===== src/rtl/dbu_ctrl_pkg.sv =====
// Shared constants for the debug-unit controller: status field offsets, display selects, run FSM states.
// Pure declarations, no logic, no latency, no backpressure.
package dbu_ctrl_pkg;

    localparam int SGN_LSB    = 224;
    localparam int NPC_LSB    = 192;
    localparam int PC_LSB     = 160;
    localparam int IR_LSB     = 128;
    localparam int RD0_LSB    = 96;
    localparam int RD1_LSB    = 64;
    localparam int ALUOUT_LSB = 32;
    localparam int MDR_LSB    = 0;

    typedef enum logic [2:0] {
        SEL_MEM_RF = 3'd0,
        SEL_NPC    = 3'd1,
        SEL_PC     = 3'd2,
        SEL_IR     = 3'd3,
        SEL_RD0    = 3'd4,
        SEL_RD1    = 3'd5,
        SEL_ALU    = 3'd6,
        SEL_MDR    = 3'd7
    } sel_e;

    typedef enum logic [1:0] {
        ST_IDLE = 2'd0,
        ST_STEP = 2'd1,
        ST_CONT = 2'd2
    } run_state_e;

endpackage


===== src/rtl/dbu_debounce.sv =====
// 2-FF synchroniser + debouncer with rise pulse; level follows input 2+DEB_CYCLES cycles later.
// Free-running, no backpressure; rise pulse is one cycle wide on the debounced level.
module dbu_debounce #(
    parameter int DEB_CYCLES = 100000
) (
    input  logic clk,
    input  logic rst,
    input  logic i_din,
    output logic o_level,
    output logic o_rise
);

    localparam int CNT_W = (DEB_CYCLES > 2) ? $clog2(DEB_CYCLES) : 1;

    logic             r_sync0;
    logic             r_sync1;
    logic [CNT_W-1:0] r_cnt;
    logic             r_level;
    logic             r_level_d;

    always_ff @(posedge clk or posedge rst) begin
        if (rst) begin
            r_sync0 <= 1'b0;
            r_sync1 <= 1'b0;
        end else begin
            r_sync0 <= i_din;
            r_sync1 <= r_sync0;
        end
    end

    // Counter tracks consecutive cycles of disagreement; any agreement restarts it.
    always_ff @(posedge clk or posedge rst) begin
        if (rst) begin
            r_cnt     <= '0;
            r_level   <= 1'b0;
            r_level_d <= 1'b0;
        end else begin
            r_level_d <= r_level;
            if (r_sync1 != r_level) begin
                if (r_cnt == CNT_W'(DEB_CYCLES - 1)) begin
                    r_level <= r_sync1;
                    r_cnt   <= '0;
                end else begin
                    r_cnt <= r_cnt + CNT_W'(1);
                end
            end else begin
                r_cnt <= '0;
            end
        end
    end

    assign o_level = r_level;
    assign o_rise  = r_level & ~r_level_d;

endmodule


===== src/rtl/dbu_ctrl.sv =====
// Debug-unit controller: run/step FSM, scan address counter, registered display and signal LEDs.
// run follows debounced pulses by 1 cycle, display/LEDs are 1 cycle behind inputs; no backpressure.
module dbu_ctrl
    import dbu_ctrl_pkg::*;
#(
    parameter int STATUS_W   = 247,
    parameter int SIGNAL_W   = 23,
    parameter int WIDTH      = 32,
    parameter int ADDR_W     = 8,
    parameter int DEB_CYCLES = 100000
) (
    input  logic                clk,
    input  logic                rst,
    input  logic                succ,
    input  logic                step,
    input  logic [2:0]          sel,
    input  logic                m_rf,
    input  logic                inc,
    input  logic                dec,
    input  logic [STATUS_W-1:0] status,
    input  logic [WIDTH-1:0]    m_data,
    input  logic [WIDTH-1:0]    rf_data,
    output logic                run,
    output logic [ADDR_W-1:0]   m_rf_addr,
    output logic [WIDTH-1:0]    disp_data,
    output logic [SIGNAL_W-1:0] sgn_led
);

    logic w_succ_lvl;
    logic w_succ_rise;
    logic w_step_lvl;
    logic w_step_rise;
    logic w_inc_lvl;
    logic w_inc_rise;
    logic w_dec_lvl;
    logic w_dec_rise;

    dbu_debounce #(.DEB_CYCLES(DEB_CYCLES)) u_deb_succ (
        .clk(clk), .rst(rst), .i_din(succ), .o_level(w_succ_lvl), .o_rise(w_succ_rise)
    );
    dbu_debounce #(.DEB_CYCLES(DEB_CYCLES)) u_deb_step (
        .clk(clk), .rst(rst), .i_din(step), .o_level(w_step_lvl), .o_rise(w_step_rise)
    );
    dbu_debounce #(.DEB_CYCLES(DEB_CYCLES)) u_deb_inc (
        .clk(clk), .rst(rst), .i_din(inc), .o_level(w_inc_lvl), .o_rise(w_inc_rise)
    );
    dbu_debounce #(.DEB_CYCLES(DEB_CYCLES)) u_deb_dec (
        .clk(clk), .rst(rst), .i_din(dec), .o_level(w_dec_lvl), .o_rise(w_dec_rise)
    );

    // sel and m_rf are level selects: synchronised only, never debounced.
    logic [2:0] r_sel_s0;
    logic [2:0] r_sel_s1;
    logic       r_mrf_s0;
    logic       r_mrf_s1;

    always_ff @(posedge clk or posedge rst) begin
        if (rst) begin
            r_sel_s0 <= '0;
            r_sel_s1 <= '0;
            r_mrf_s0 <= 1'b0;
            r_mrf_s1 <= 1'b0;
        end else begin
            r_sel_s0 <= sel;
            r_sel_s1 <= r_sel_s0;
            r_mrf_s0 <= m_rf;
            r_mrf_s1 <= r_mrf_s0;
        end
    end

    run_state_e r_state;
    run_state_e w_state_nxt;
    logic       w_run;

    always_ff @(posedge clk or posedge rst) begin
        if (rst) begin
            r_state <= ST_IDLE;
        end else begin
            r_state <= w_state_nxt;
        end
    end

    // run is decoded from the state register only, so it never glitches on input changes.
    always_comb begin
        w_state_nxt = r_state;
        w_run       = 1'b0;
        case (r_state)
            ST_IDLE: begin
                if (w_succ_lvl) begin
                    w_state_nxt = ST_CONT;
                end else if (w_step_rise) begin
                    w_state_nxt = ST_STEP;
                end
            end
            ST_STEP: begin
                w_run       = 1'b1;
                w_state_nxt = ST_IDLE;
            end
            ST_CONT: begin
                w_run = 1'b1;
                if (!w_succ_lvl) begin
                    w_state_nxt = ST_IDLE;
                end
            end
            default: begin
                w_state_nxt = ST_IDLE;
            end
        endcase
    end

    assign run = w_run;

    logic [ADDR_W-1:0] r_addr;

    always_ff @(posedge clk or posedge rst) begin
        if (rst) begin
            r_addr <= '0;
        end else begin
            case ({w_inc_rise, w_dec_rise})
                2'b10:   r_addr <= r_addr + ADDR_W'(1);
                2'b01:   r_addr <= r_addr - ADDR_W'(1);
                default: r_addr <= r_addr;
            endcase
        end
    end

    assign m_rf_addr = r_addr;

    logic [WIDTH-1:0] w_disp_nxt;

    always_comb begin
        w_disp_nxt = '0;
        case (sel_e'(r_sel_s1))
            SEL_MEM_RF: w_disp_nxt = r_mrf_s1 ? m_data : rf_data;
            SEL_NPC:    w_disp_nxt = status[NPC_LSB +: WIDTH];
            SEL_PC:     w_disp_nxt = status[PC_LSB +: WIDTH];
            SEL_IR:     w_disp_nxt = status[IR_LSB +: WIDTH];
            SEL_RD0:    w_disp_nxt = status[RD0_LSB +: WIDTH];
            SEL_RD1:    w_disp_nxt = status[RD1_LSB +: WIDTH];
            SEL_ALU:    w_disp_nxt = status[ALUOUT_LSB +: WIDTH];
            SEL_MDR:    w_disp_nxt = status[MDR_LSB +: WIDTH];
            default:    w_disp_nxt = '0;
        endcase
    end

    logic [WIDTH-1:0]    r_disp;
    logic [SIGNAL_W-1:0] r_sgn;

    always_ff @(posedge clk or posedge rst) begin
        if (rst) begin
            r_disp <= '0;
            r_sgn  <= '0;
        end else begin
            r_disp <= w_disp_nxt;
            r_sgn  <= status[STATUS_W-1 -: SIGNAL_W];
        end
    end

    assign disp_data = r_disp;
    assign sgn_led   = r_sgn;

endmodule


===== config.mk =====
export PLATFORM = sky130hd
export DESIGN_NAME = dbu_ctrl
export DESIGN_NICKNAME = d
export VERILOG_FILES = /design/src/rtl/dbu_ctrl_pkg.sv /design/src/rtl/dbu_debounce.sv /design/src/rtl/dbu_ctrl.sv
export SDC_FILE = /design/constraint.sdc
export NUM_CORES = 1
export LEC_CHECK = 0
export BUFFER_PORTS_ARGS = -buffer_cell sky130_fd_sc_hd__buf_2
export CAP_MARGIN = 20
export CORE_AREA = 4 4 149 151
export DETAILED_ROUTE_END_ITERATION = 8
export DIE_AREA = 0 0 153 155
export PLACE_DENSITY = 0.72
export SLEW_MARGIN = 20
export SYNTH_ARGS = -nofsm -noshare
export SYNTH_HDL_FRONTEND = slang
export SYNTH_HIERARCHICAL = 1
export SYNTH_SLANG_ARGS = --single-unit

===== constraint.sdc =====
create_clock -name clk -period 3.2 [get_ports clk]
set_clock_uncertainty 0.1 [all_clocks]
set_input_delay 0.16 -clock clk [delete_from_list [all_inputs] [get_ports clk]]
set_output_delay 0.16 -clock clk [all_outputs]
set_load 0.05 [all_outputs]

==> results.md, run 1 <==
Die:
- The die extent in x is 153 um.
- The placement row count is 53.
- The number of placed I/O pins is 385.
- The die covers 0.0237 mm^2.
- From bottom edge to top edge, the die measures between 150 and 200 um.
- The core outline area is 0.0208 mm^2.
- The initial standard-cell utilization of the core is 41.9%.

STA:
- The worst max-slew margin expressed relative to the limit is 42.2%.
- The timing-limited maximum frequency is around 320 MHz.
- The portion of the clock cycle consumed by the worst path in the final layout is 97.9%.
- The final count of pins violating max slew was 0.
- After routing, the total negative slack on setup checks comes to 0 ns.
- The worst hold margin is 0.0239 ns.
- Setup repair after global routing left no endpoint under its margin.
- The count of endpoints failing hold in the final timing report came to 0.
- At the pin with the least slew margin, the transition time is 0.866 ns.
- The number of endpoints failing setup at the final stage is 0.
- The clock period minus final worst setup slack is 3.13 ns.

Critical path:
- The highest fanout seen on the critical path is 27.
- STA classifies the critical path startpoint as a register.
- The endpoint kind of the worst setup timing path is a register.
- At the worst endpoint, the arrival time is 3.35 ns.
- The required time at the worst-slack endpoint is 3.42 ns.
- The critical path is of the register to register type.

Route:
- The average vias per placed instance is between 5 and 6.
- The iteration-0 DRC count of the detailed router is between 600 and 700.
- The first detailed-routing pass took 5 iterations.
- The count of antenna-violating nets left after detailed routing is 0.
- The total length of routed wires is between 30000 and 40000 um.
- The detail-routed net length per standard cell is 22.6 um.
- The number of remaining DRC errors is 0.
- For this block, the via count after detailed routing is 8920.

Clock tree:
- The number of levels in the clock H-tree is 4.
- The maximum number of buffers from clock root to sink is 2.
- TritonCTS built the clock tree.
- The number of setup buffers added after CTS is 0.
- The later pin in the worst-skew pair is clocked with a latency of roughly 0.43 ns.
- Clock-pin slew was measured on the worst setup and hold paths at 0.08 ns.
- TritonCTS created 17 clock buffers.
- The CTS sink count is 156.
- The root buffer cell is sky130_fd_sc_hd__clkbuf_16.

Synthesis:
- The average footprint of a synthesized cell is slightly above 10 um^2.
- During synthesis, Yosys emitted a total of 6 warnings.
- Synthesis handed over a netlist of approximately 840 instances.
- The mapped netlist covers ~0.0087 mm^2.
- The number of nets handed over by synthesis was 1174.

Placement:
- Detailed placement ended at an HPWL of 28700 um.
- Routability-driven placement finished with a final weighted congestion of 0.963.
- The count of input and output buffers is approximately 380.

Power:
- VDD sags by at most between 300 and 400 uV.
- For this design the static power due to leakage is 5.80 nW.
- The power density over the cells is 423 mW/mm^2.

Finish:
- The total area of multi-input combinational cells is 0.00446 mm^2.
- The filler cells instantiated in the layout total 1823.
- Relative to the synthesized area, the layout overhead comes to 40.9%.
- The fraction of layout cells with a size suffix above 1 is 38.7%.
- The net count of the finished layout is 1629.
- The area taken by flip-flops and latches is approximately 0.0039 mm^2.

Global routing:
- Entering global routing, the biggest net connects 43 pins.
- The first global-routing pass estimated 53800 um of wire.
- Global routing used 30.2% of the available tracks across all layers.
- The number of antenna violations at the first check in global routing came to 29.
- The via count of the first global-routing pass is 8878.
- The total congestion overflow after global routing is 0.

Run:
- The count of maximum capacitance violations is 0.

Min path:
- The worst min-delay path category is input pin to register.

Run status:
- The flow ran to the end, and the final reports show no timing, DRC or antenna violations.
==> report_power, final <==
part	internal (mW)	leakage, nW	switching (mW)
sequential	2.06	2.01	0.0453
clock	1.05	0.281	0.964
combinational	0.447	3.51	0.640
total	3.55	5.80	1.65
==> layer usage <==
metal | wire length [um] | global-route usage (%) | vias to the layer above
met5 | 96 | 0 | -
met2 | 16200 | 45.2 | 529
met1 | 14200 | 40.7 | 4301
li1 | - | - | 3992
met4 | 962 | 10.1 | 18
met3 | 4830 | 11.4 | 80
==> cell usage in the layout, fill, tap and decap left out, drive strengths merged, types with 4 or more instances in the layout <==
| master | instances |
|---|---|
| buf | 398 |
| dfrtp | 156 |
| nor2 | 101 |
| dlygate4sd3 | 80 |
| nand2 | 55 |
| mux2i | 49 |
| xnor2 | 49 |
| inv | 39 |
| a21oi | 38 |
| mux2 | 34 |
| nand4 | 28 |
| o21ai | 24 |
| nand3 | 24 |
| nor4 | 24 |
| xor2 | 22 |
| mux4 | 19 |
| diode | 17 |
| clkbuf | 17 |
| nor3 | 15 |
| a221oi | 12 |
| o22ai | 11 |
| a22o | 10 |
| nand2b | 9 |
| nor2b | 9 |
| ha | 9 |
| and3 | 8 |
| a211oi | 6 |
| a2bb2oi | 5 |
| a21o | 5 |
| nor3b | 5 |
| clkinvlp | 4 |
| or4b | 4 |
| and4 | 4 |
| a41o | 4 |
| clkinv | 4 |
==> repair_timing <==
action	CTS	global route
resized for setup	0	3
endpoints found under the hold margin	178	0
setup endpoints to repair	0	3
hold buffers	80	0
==> sequential cells by signal (all words and copies together), names as in the netlist, 3 cells and up <==
name	count
u_deb_dec/r_cnt	17
disp_data	32
u_deb_inc/r_cnt	17
u_deb_step/r_cnt	17
sgn_led	23
m_rf_addr	8
u_deb_succ/r_cnt	17
r_sel_s0	3
r_sel_s1	3
==> path summary, 6_finish.rpt <==
check / from / endpoint / cells after the start / slack [ns]
max: r_sel_s1[1] / disp_data[4] / 8 / 0.07
min: status[173] / disp_data[13] / 5 / 0.02
max reg2reg: r_sel_s1[1] / disp_data[4] / 8 / 0.07
min reg2reg: u_deb_step/r_sync0 / u_deb_step/r_sync1 / 0 / 0.25
max in group asynchronous: rst / r_mrf_s1 / 4 / 1.79
min in group asynchronous: rst / u_deb_succ/r_cnt[2] / 3 / 0.37
==> through the flow <==
step	util (%)	area (um^2)	power, mW	setup WS (ns)	std cells
6_report	59.1	12300	5.20	0.0679	1604
5_1_grt	59.0	12300	5.41	0.0410	1595
4_1_cts	58.8	12300	5.23	0.124	1587
3_5_place_dp	52.2	10900	3.11	0.642	1475
3_3_place_gp	52.2	10900	3.11	0.714	1475
2_1_floorplan	-	8730	2.71	0.715	844
==> critical path: stages, from the launching register on <==
cell and delay [ns]:
sky130_fd_sc_hd__dfrtp_4 0.64, sky130_fd_sc_hd__buf_4 0.27, sky130_fd_sc_hd__nand3_1 0.15, sky130_fd_sc_hd__o21ai_0 0.18, sky130_fd_sc_hd__a21o_1 0.24, sky130_fd_sc_hd__a221oi_1 0.22
sky130_fd_sc_hd__dlygate4sd3_1 0.60, sky130_fd_sc_hd__nor2_1 0.05, sky130_fd_sc_hd__dlygate4sd3_1 0.55
==> final cells by class <==
class                   instances  area share, %
clock buffers                  17           3.46
well taps                     275           2.80
diodes                         17          0.346
flip-flops and latches        156           31.8
repair buffers                478           23.0
clock inverters                15           1.34
inverters                      32           1.02
multi-input cells             614           36.3
Note: power is estimated with default switching activity, not from simulation.
==> inputs of run 2 (changes only) <==
- CAP_MARGIN: 20 -> 25
- PLACE_DENSITY: 0.72 -> 0.7
==> run 2 against run 1 <==
  * Utilization fell by 0.34 points
  * Global-route usage fell by 2.4 points
  * Worst setup slack improved by 0.056 ns
  * Via count fell by 3.3%
  * First-iteration DRC count fell by 12%
  * Critical endpoint unchanged
  * Die area did not move
==> results.md, run 2 (synthesis gave the netlist of run 1 again) <==
Clock tree:
- The number of levels in the clock H-tree came to 4 (unchanged).
- The maximum number of buffers from clock root to sink is 2 (unchanged).
- The clock transition at the registers of the reported paths is 0.07 ns (about the same).
- The number of buffers added by the clock tree synthesis step was 17 (unchanged).
- The CTS sink count is 156 (unchanged).
- The CTS tree is built.
- The clock latency of the later-clocked register in the worst-skew pair is 0.43 ns (about the same).
- Clock tree synthesis selected as its root buffer the cell sky130_fd_sc_hd__clkbuf_16.

Critical path:
- The critical path buffer and inverter count is 3 (unchanged).
- Walking the worst path, the cells encountered are buf_4 > o21ai_0 > a21o_1 > a221oi_1 > dlygate4sd3_1 > nor2_1 > dlygate4sd3_1.
- The endpoint kind of the worst setup timing path is a register.
- The type of the worst setup path is register to register.
- The maximum single-stage delay on the critical path is 0.69 ns (+0.05 ns).
- The required time at the worst-slack endpoint came to 3.41 ns (about the same).
- STA classifies the critical path startpoint as a register.
- The number of cell instances on the worst register-to-register path is 7 (-1).
- The worst register-to-register path ends at disp_data[4].
- The highest fanout seen on the critical path was 30 (+11%).
- The cell family contributing the most delay on the critical path is buffers and inverters.
- The critical path data arrival time was 3.29 ns (-0.06 ns).
- The slowest stage cell on the critical path is sky130_fd_sc_hd__dfrtp_4.
- The cell that appears most often on the critical path is sky130_fd_sc_hd__dlygate4sd3_1.
- The startpoint of the most critical register-to-register path is r_sel_s1[1].
- The setup slack of the worst register-to-register path is 0.12 ns (+0.06 ns).

Power:
- The leakage power figure was 5.78 nW (-0.34%).
- The net switching share of the total power is 30.3% (-1.4 points).
- The peak supply drop is 335 uV (+6.0%).
- The internal cell power is 3.62 mW (+1.9%).
- The clock power share is 39.1% (+0.4 points).
- The net switching power figure is 1.58 mW (-4.5%).
- The power density over the cells is 425 mW/mm^2 (+0.45%).
- The fraction of power consumed by sequential logic is 40.6% (+0.2 points).
- The portion of total power attributed to combinational logic is 20.3% (-0.6 points).

Global routing:
- The number of antenna violations at the first check in global routing is 17 (-41%).
- The total global routing track utilization is 27.8% (-2.4 points).
- The first-pass GRT wire length is 50100 um (-6.8%).
- The via count of the first global-routing pass is 8521 (-4.0%).
- The total congestion overflow after global routing is 0 (unchanged).
- The pin count of the biggest net entering global routing came to 63 (+47%).

Finish:
- The utilization after layout is 58.7% (-0.34 points).
- The net count of the finished layout is 1621 (-0.49%).
- In the layout the commonest cells are sky130_fd_sc_hd__buf_2, sky130_fd_sc_hd__dfrtp_1, sky130_fd_sc_hd__nor2_1.
- The flip-flop count of the largest register, all copies and words added is 32 (unchanged).
- The library cell used most frequently in the layout, excluding fill and tap cells, is sky130_fd_sc_hd__buf_2.
- The filler-free cell count of the finished design is 1592 (-0.75%).
- The number of fillers in the final layout is 1826 (+0.16%).
- The fraction of layout cells with a size suffix above 1 was 38.9% (+0.16 points).
- The area growth from synthesis to layout is 40.1%.

STA:
- The setup TNS after final layout is 0 ns (unchanged).
- The worst hold margin was 0.0238 ns (-0.0000599 ns).
- The timing-limited maximum frequency is 325 MHz (+1.8%).
- The portion of the clock cycle consumed by the worst path in the final layout is 96.1% (-1.8 points).
- Setup repair after global routing left no endpoint under its margin.
- The measured slew at the worst slew-check pin is 0.813 ns (-0.0536 ns).
- The final count of pins violating max slew is 0 (unchanged).
- The number of endpoints failing setup at the final stage is 0 (unchanged).
- The worst setup slack after layout was 0.124 ns (+0.0564 ns).
- The count of endpoints failing hold in the final timing report is 0 (unchanged).
- The clock period minus final worst setup slack is 3.08 ns (-0.0564 ns).
- The worst max-slew margin expressed relative to the limit came to 45.8% (+3.6 points).

Route:
- The iteration-0 DRC count of the detailed router came to 588 (-12%).
- The number of vias after detailed routing is 8626 (-3.3%).
- The count of antenna-violating nets left after detailed routing is 0 (unchanged).
- The average vias per placed instance is 5.42 (-2.6%).
- The total length of routed wires is 33900 um (-6.4%).
- The first-pass detailed-route iteration total was 6 (+1).
- The detail-routed net length per standard cell is 21.3 um (-5.7%).
- The number of remaining DRC errors came to 0 (unchanged).

Placement:
- The worst slack after detailed placement is 0.655 ns (+0.0134 ns).
- The global placer's final weighted congestion is 0.982 (+2.0%).
- The detailed placer's ending HPWL is 26500 um (-7.8%).
- The number of cells in the design after placement is 1473 (-0.14%).
- The count of input and output buffers is 384 (unchanged).

Min path:
- The cell depth of the worst hold path is 3 (-2).
- The worst min-delay path category is input pin to register.
- In this run the most critical hold path is launched from rf_data[31].
- For hold timing, the worst endpoint is disp_data[31].

Die:
- The number of placed I/O pins came to 385 (unchanged).
- The die area was 0.0237 mm^2 (unchanged).
- The die extent in x is 153 um (unchanged).
- The initial standard-cell utilization of the core is 41.9% (unchanged).
- The die boundary height is 155 um (unchanged).
- The core outline area is 0.0208 mm^2 (unchanged).
- The placement row count is 53 (unchanged).

Run status:
- The run finished with clean final reports.

Run:
- The count of maximum capacitance violations came to 0 (unchanged).
run 2: worst max path at each step:
stage | start | endpoint | slack (ns) | cells after the start
2_1_floorplan | u_deb_inc/o_level | m_rf_addr[6] | 0.71 | 11
3_3_place_gp | u_deb_inc/o_level | m_rf_addr[6] | 0.72 | 9
3_5_place_dp | u_deb_inc/o_level | m_rf_addr[6] | 0.65 | 9
4_1_cts | r_sel_s1[0] | disp_data[14] | 0.05 | 8
5_1_grt | r_sel_s1[1] | disp_data[4] | 0.02 | 7
6_report | r_sel_s1[1] | disp_data[4] | 0.12 | 7
run 2: per-stage QoR:
stage	total power [mW]	cell area, um^2
after floorplan	2.71	8730
after global placement	3.09	10800
after detailed placement	3.10	10800
after CTS	5.22	12200
after global routing	5.40	12200
final	5.20	12200
run 2: layout make-up:
class	count	area, um^2	area share (%)
Clock inverter	14	149	1.22
Multi-Input combinational cell	614	4460	36.5
Timing Repair Buffer	470	2770	22.6
Sequential cell	156	3910	32.0
Clock buffer	18	439	3.59
Tap cell	275	344	2.81
Antenna cell	13	32.5	0.266
Inverter	32	125	1.02
run 2: power by group through the flow:
stage / logic (mW) / clock network [mW] / registers [mW]
after floorplan: 0.355 / 0 / 2.36
after global placement: 0.949 / 0 / 2.14
after detailed placement: 0.958 / 0 / 2.14
after CTS: 1.04 / 2.07 / 2.11
after global routing: 1.12 / 2.16 / 2.12
final: 1.05 / 2.03 / 2.11
run 2: repair_timing:
action	in CTS	in global routing
resized for setup	0	6
hold buffers	73	0
setup buffers	0	0
hold endpoints to repair	181	0
endpoints found under the setup margin	0	2
run 2: layer usage:
layer / vias to the layer above / GRT usage, % / routed length (um)
met3: 66 / 7.84 / 3450
met1: 4149 / 37.6 / 13900
met5: - / 0 / 40
li1: 3985 / - / -
met4: 6 / 9.97 / 1030
met2: 420 / 43.0 / 15500
run 2: worst register-to-register path, stage by stage (launching register included):
cell and delay, ns:
sky130_fd_sc_hd__dfrtp_4 0.69, sky130_fd_sc_hd__buf_4 0.35, sky130_fd_sc_hd__o21ai_0 0.14, sky130_fd_sc_hd__a21o_1 0.21, sky130_fd_sc_hd__a221oi_1 0.26, sky130_fd_sc_hd__dlygate4sd3_1 0.61
sky130_fd_sc_hd__nor2_1 0.05, sky130_fd_sc_hd__dlygate4sd3_1 0.56
==> inputs of run 3 (changes only) <==
- CORE_AREA: 4 4 149 151 -> unset
- CORE_MARGIN: unset -> 4
- CORE_UTILIZATION: unset -> 44
- DIE_AREA: 0 0 153 155 -> unset
- PLACE_DENSITY: 0.7 -> 0.76
- clock period: 3.2 -> 2.7 ns (I/O delays scaled with it)
==> run 3 against run 2 <==
  * Cell area up 1.7%
  * Combinational power up 22%
  * Critical path depth unchanged
  * Register-to-register slack worse by 0.02 ns
  * First-iteration DRC count up 29%
  * Largest power group is now clock
  * Global-route usage up 4.7 points
==> results.md, run 3 (synthesis gave the netlist of run 1 again) <==
Global routing:
- The total congestion overflow after global routing is 0 (unchanged).
- The first-pass GRT wire length is 52800 um (+5.4%).
- The total global routing track utilization came to 32.5% (+4.7 points).
- The number of antenna violations at the first check in global routing is 40 (+23).
- The via count of the first global-routing pass is 8737 (+2.5%).
- The pin count of the biggest net entering global routing is 60 (-4.8%).

Route:
- The detailed-route wire length on metal 1 was 14600 um (+5.4%).
- The routed length on met3 is 5270 um (+53%).
- The number of remaining DRC errors is 0 (unchanged).
- The average vias per placed instance came to 5.61 (+3.6%).
- The count of antenna-violating nets left after detailed routing is 0 (unchanged).
- The detail-routed net length per standard cell came to 22.9 um (+7.2%).
- The first-pass detailed-route iteration total is 5 (-1).
- The routed length on met2 was 15800 um (+1.6%).
- The total length of routed wires is 36700 um (+8.2%).
- The number of vias after detailed routing is 9013 (+4.5%).
- The top routing layer in use is met5.
- The iteration-0 DRC count of the detailed router is 756 (+29%).

Die:
- The die area is 0.0222 mm^2 (-6.5%).
- The placement row count is 51 (-3.8%).
- The core outline area came to 0.0195 mm^2 (-6.5%).
- The die boundary height is 149 um (-4.0%).
- The number of placed I/O pins is 385 (unchanged).
- The initial standard-cell utilization of the core is 44.9% (+2.9 points).
- The die extent in x is 149 um (-2.7%).

Clock tree:
- The clock transition at the registers of the reported paths is 0.07 ns (about the same).
- The CTS sink count is 156 (unchanged).
- The number of levels in the clock H-tree was 4 (unchanged).
- The tree is rooted in a sky130_fd_sc_hd__clkbuf_16.
- The CTS tree is built.
- The clock latency of the later-clocked register in the worst-skew pair is 0.42 ns (about the same).
- The maximum number of buffers from clock root to sink came to 2 (unchanged).
- The number of setup buffers added after CTS came to 0 (unchanged).
- The number of buffers added by the clock tree synthesis step was 17 (unchanged).

Critical path:
- The setup path with the least slack is of type register to register.
- The worst setup path is captured at a register.
- STA classifies the critical path startpoint as a register.
- The required time at the worst-slack endpoint is 2.92 ns (-0.49 ns).
- The critical path data arrival time is 2.82 ns (-0.47 ns).
- The startpoint of the most critical setup path is r_sel_s1[0].
- The maximum single-stage delay on the critical path is 0.64 ns (-0.05 ns).
- The signal on the critical path passes through buf_4 > mux2i_1 > o21ai_0 > a21o_1 > a221oi_1 > dlygate4sd3_1 > nor2_1.
- The startpoint of the most critical register-to-register path is r_sel_s1[0].
- The highest fanout seen on the critical path is 19 (-37%).
- The slowest stage cell on the critical path is sky130_fd_sc_hd__dfrtp_2.

Power:
- The peak supply drop is 362 uV (+8.2%).
- The leakage power figure is 5.87 nW (+1.5%).
- The power density over the cells is 513 mW/mm^2 (+21%).

Finish:
- The area growth from synthesis to layout is 42.5%.
- The flip-flop count of the largest register, all copies and words added is 32 (unchanged).
- The net count of the finished layout came to 1634 (+0.80%).
- The fraction of layout cells with a size suffix above 1 is 38.6% (-0.31 points).
- The number of fillers in the final layout was 1578 (-14%).
- The area of all placed cells without fillers is 0.0124 mm^2 (+1.7%).
- The library cell used most frequently in the layout, excluding fill and tap cells, is sky130_fd_sc_hd__buf_2.
- In the layout the commonest cells are sky130_fd_sc_hd__buf_2, sky130_fd_sc_hd__dfrtp_1, sky130_fd_sc_hd__nor2_1.
- The utilization after layout was 63.9% (+5.2 points).

STA:
- The measured slew at the worst slew-check pin is 0.817 ns (+0.00458 ns).
- The count of endpoints failing hold in the final timing report is 0 (unchanged).
- The number of endpoints failing setup at the final stage is 0 (unchanged).
- The final count of pins violating max slew was 0 (unchanged).
- The clock period minus final worst setup slack came to 2.59 ns (-0.481 ns).
- Setup repair after global routing left no endpoint under its margin.
- The worst max-slew margin expressed relative to the limit is 45.5% (-0.31 points).
- The timing-limited maximum frequency came to 385 MHz (+19%).
- The setup TNS after final layout came to 0 ns (unchanged).
- The worst hold margin is 0.0238 ns (-0.0000335 ns).
- The worst setup slack after layout is 0.105 ns (-0.0193 ns).
- The portion of the clock cycle consumed by the worst path in the final layout is 96.1% (about the same).

Run:
- The count of maximum capacitance violations was 0 (unchanged).

Placement:
- The cell area after placement is 0.0109 mm^2 (+0.44%).
- The global placer's final weighted congestion is 0.956 (-2.6%).
- The count of input and output buffers is 384 (unchanged).
- The worst slack after detailed placement came to 0.354 ns (-0.301 ns).
- The detailed placer's ending HPWL is 28600 um (+7.9%).

Min path:
- The worst min-delay path category is input pin to register.
- The worst hold path begins at status[173].

Run status:
- The run finished with clean final reports.
## run 3: cell types whose count changed in the layout (fill, tap and decap cells not counted)
cell	before	now
sky130_fd_sc_hd__diode_2	13	24
sky130_fd_sc_hd__dlygate4sd3_1	73	84
sky130_fd_sc_hd__buf_12	1	3
sky130_fd_sc_hd__bufinv_16	1	3
sky130_fd_sc_hd__clkinv_2	3	1
sky130_fd_sc_hd__buf_4	11	12
sky130_fd_sc_hd__buf_8	1	0
sky130_fd_sc_hd__clkinvlp_4	3	2
sky130_fd_sc_hd__inv_1	30	31
sky130_fd_sc_hd__inv_6	5	6
sky130_fd_sc_hd__inv_8	3	2
sky130_fd_sc_hd__nor2_2	2	1
sky130_fd_sc_hd__nor2_4	0	1
## run 3: path summary, 6_finish.rpt
| kind | cells after the start | slack [ns] | to |
|---|---|---|---|
| min in group asynchronous | 3 | 0.27 | disp_data[11] |
| worst max register to register | 7 | 0.11 | disp_data[14] |
| worst min-delay path | 5 | 0.02 | disp_data[13] |
| worst min register to register | 0 | 0.25 | r_mrf_s1 |
| max in group asynchronous | 4 | 1.56 | r_mrf_s1 |
| worst max-delay path | 7 | 0.11 | disp_data[14] |
## run 3: area by class of cell
class                   count  area (um^2)  area share, %
diodes                     24         60.1          0.483
well taps                 265          332           2.67
repair buffers            483         2910           23.4
clock buffers              18          439           3.53
multi-input cells         614         4470           35.9
flip-flops and latches    156         3910           31.4
clock inverters            14          196           1.58
inverters                  32          121          0.976
## run 3: per-stage QoR
stage / total power [mW] / std cells
floorplan: 3.21 / 844
global placement: 3.67 / 1466
detailed placement: 3.68 / 1466
CTS: 6.41 / 1582
global route: 6.61 / 1591
finish: 6.38 / 1606
## run 3: layer usage
layer | GRT usage (%) | up-vias
met5 | 0 | -
met4 | 8.56 | 28
met3 | 12.8 | 90
met2 | 47.7 | 564
met1 | 45.1 | 4304
li1 | - | 4027
## run 3: critical path: cells and delay by family, from the launching register on
family          cells  cell delay, ns
compound gates      3            0.56
buf+inv             2            0.93
flops               1            0.64
mux                 1            0.21
simple gates        1            0.05
## run 3: power breakdown
group          total (mW)  internal [mW]  switching, mW
clock                2.60           1.52           1.09
combinational        1.28          0.537          0.744
sequential           2.50           2.44         0.0584
## run 3: repair_timing
action                     CTS  global route
hold endpoints to repair   166             0
setup endpoints to repair    0             8
hold buffers                84             0
resized for setup            0             3
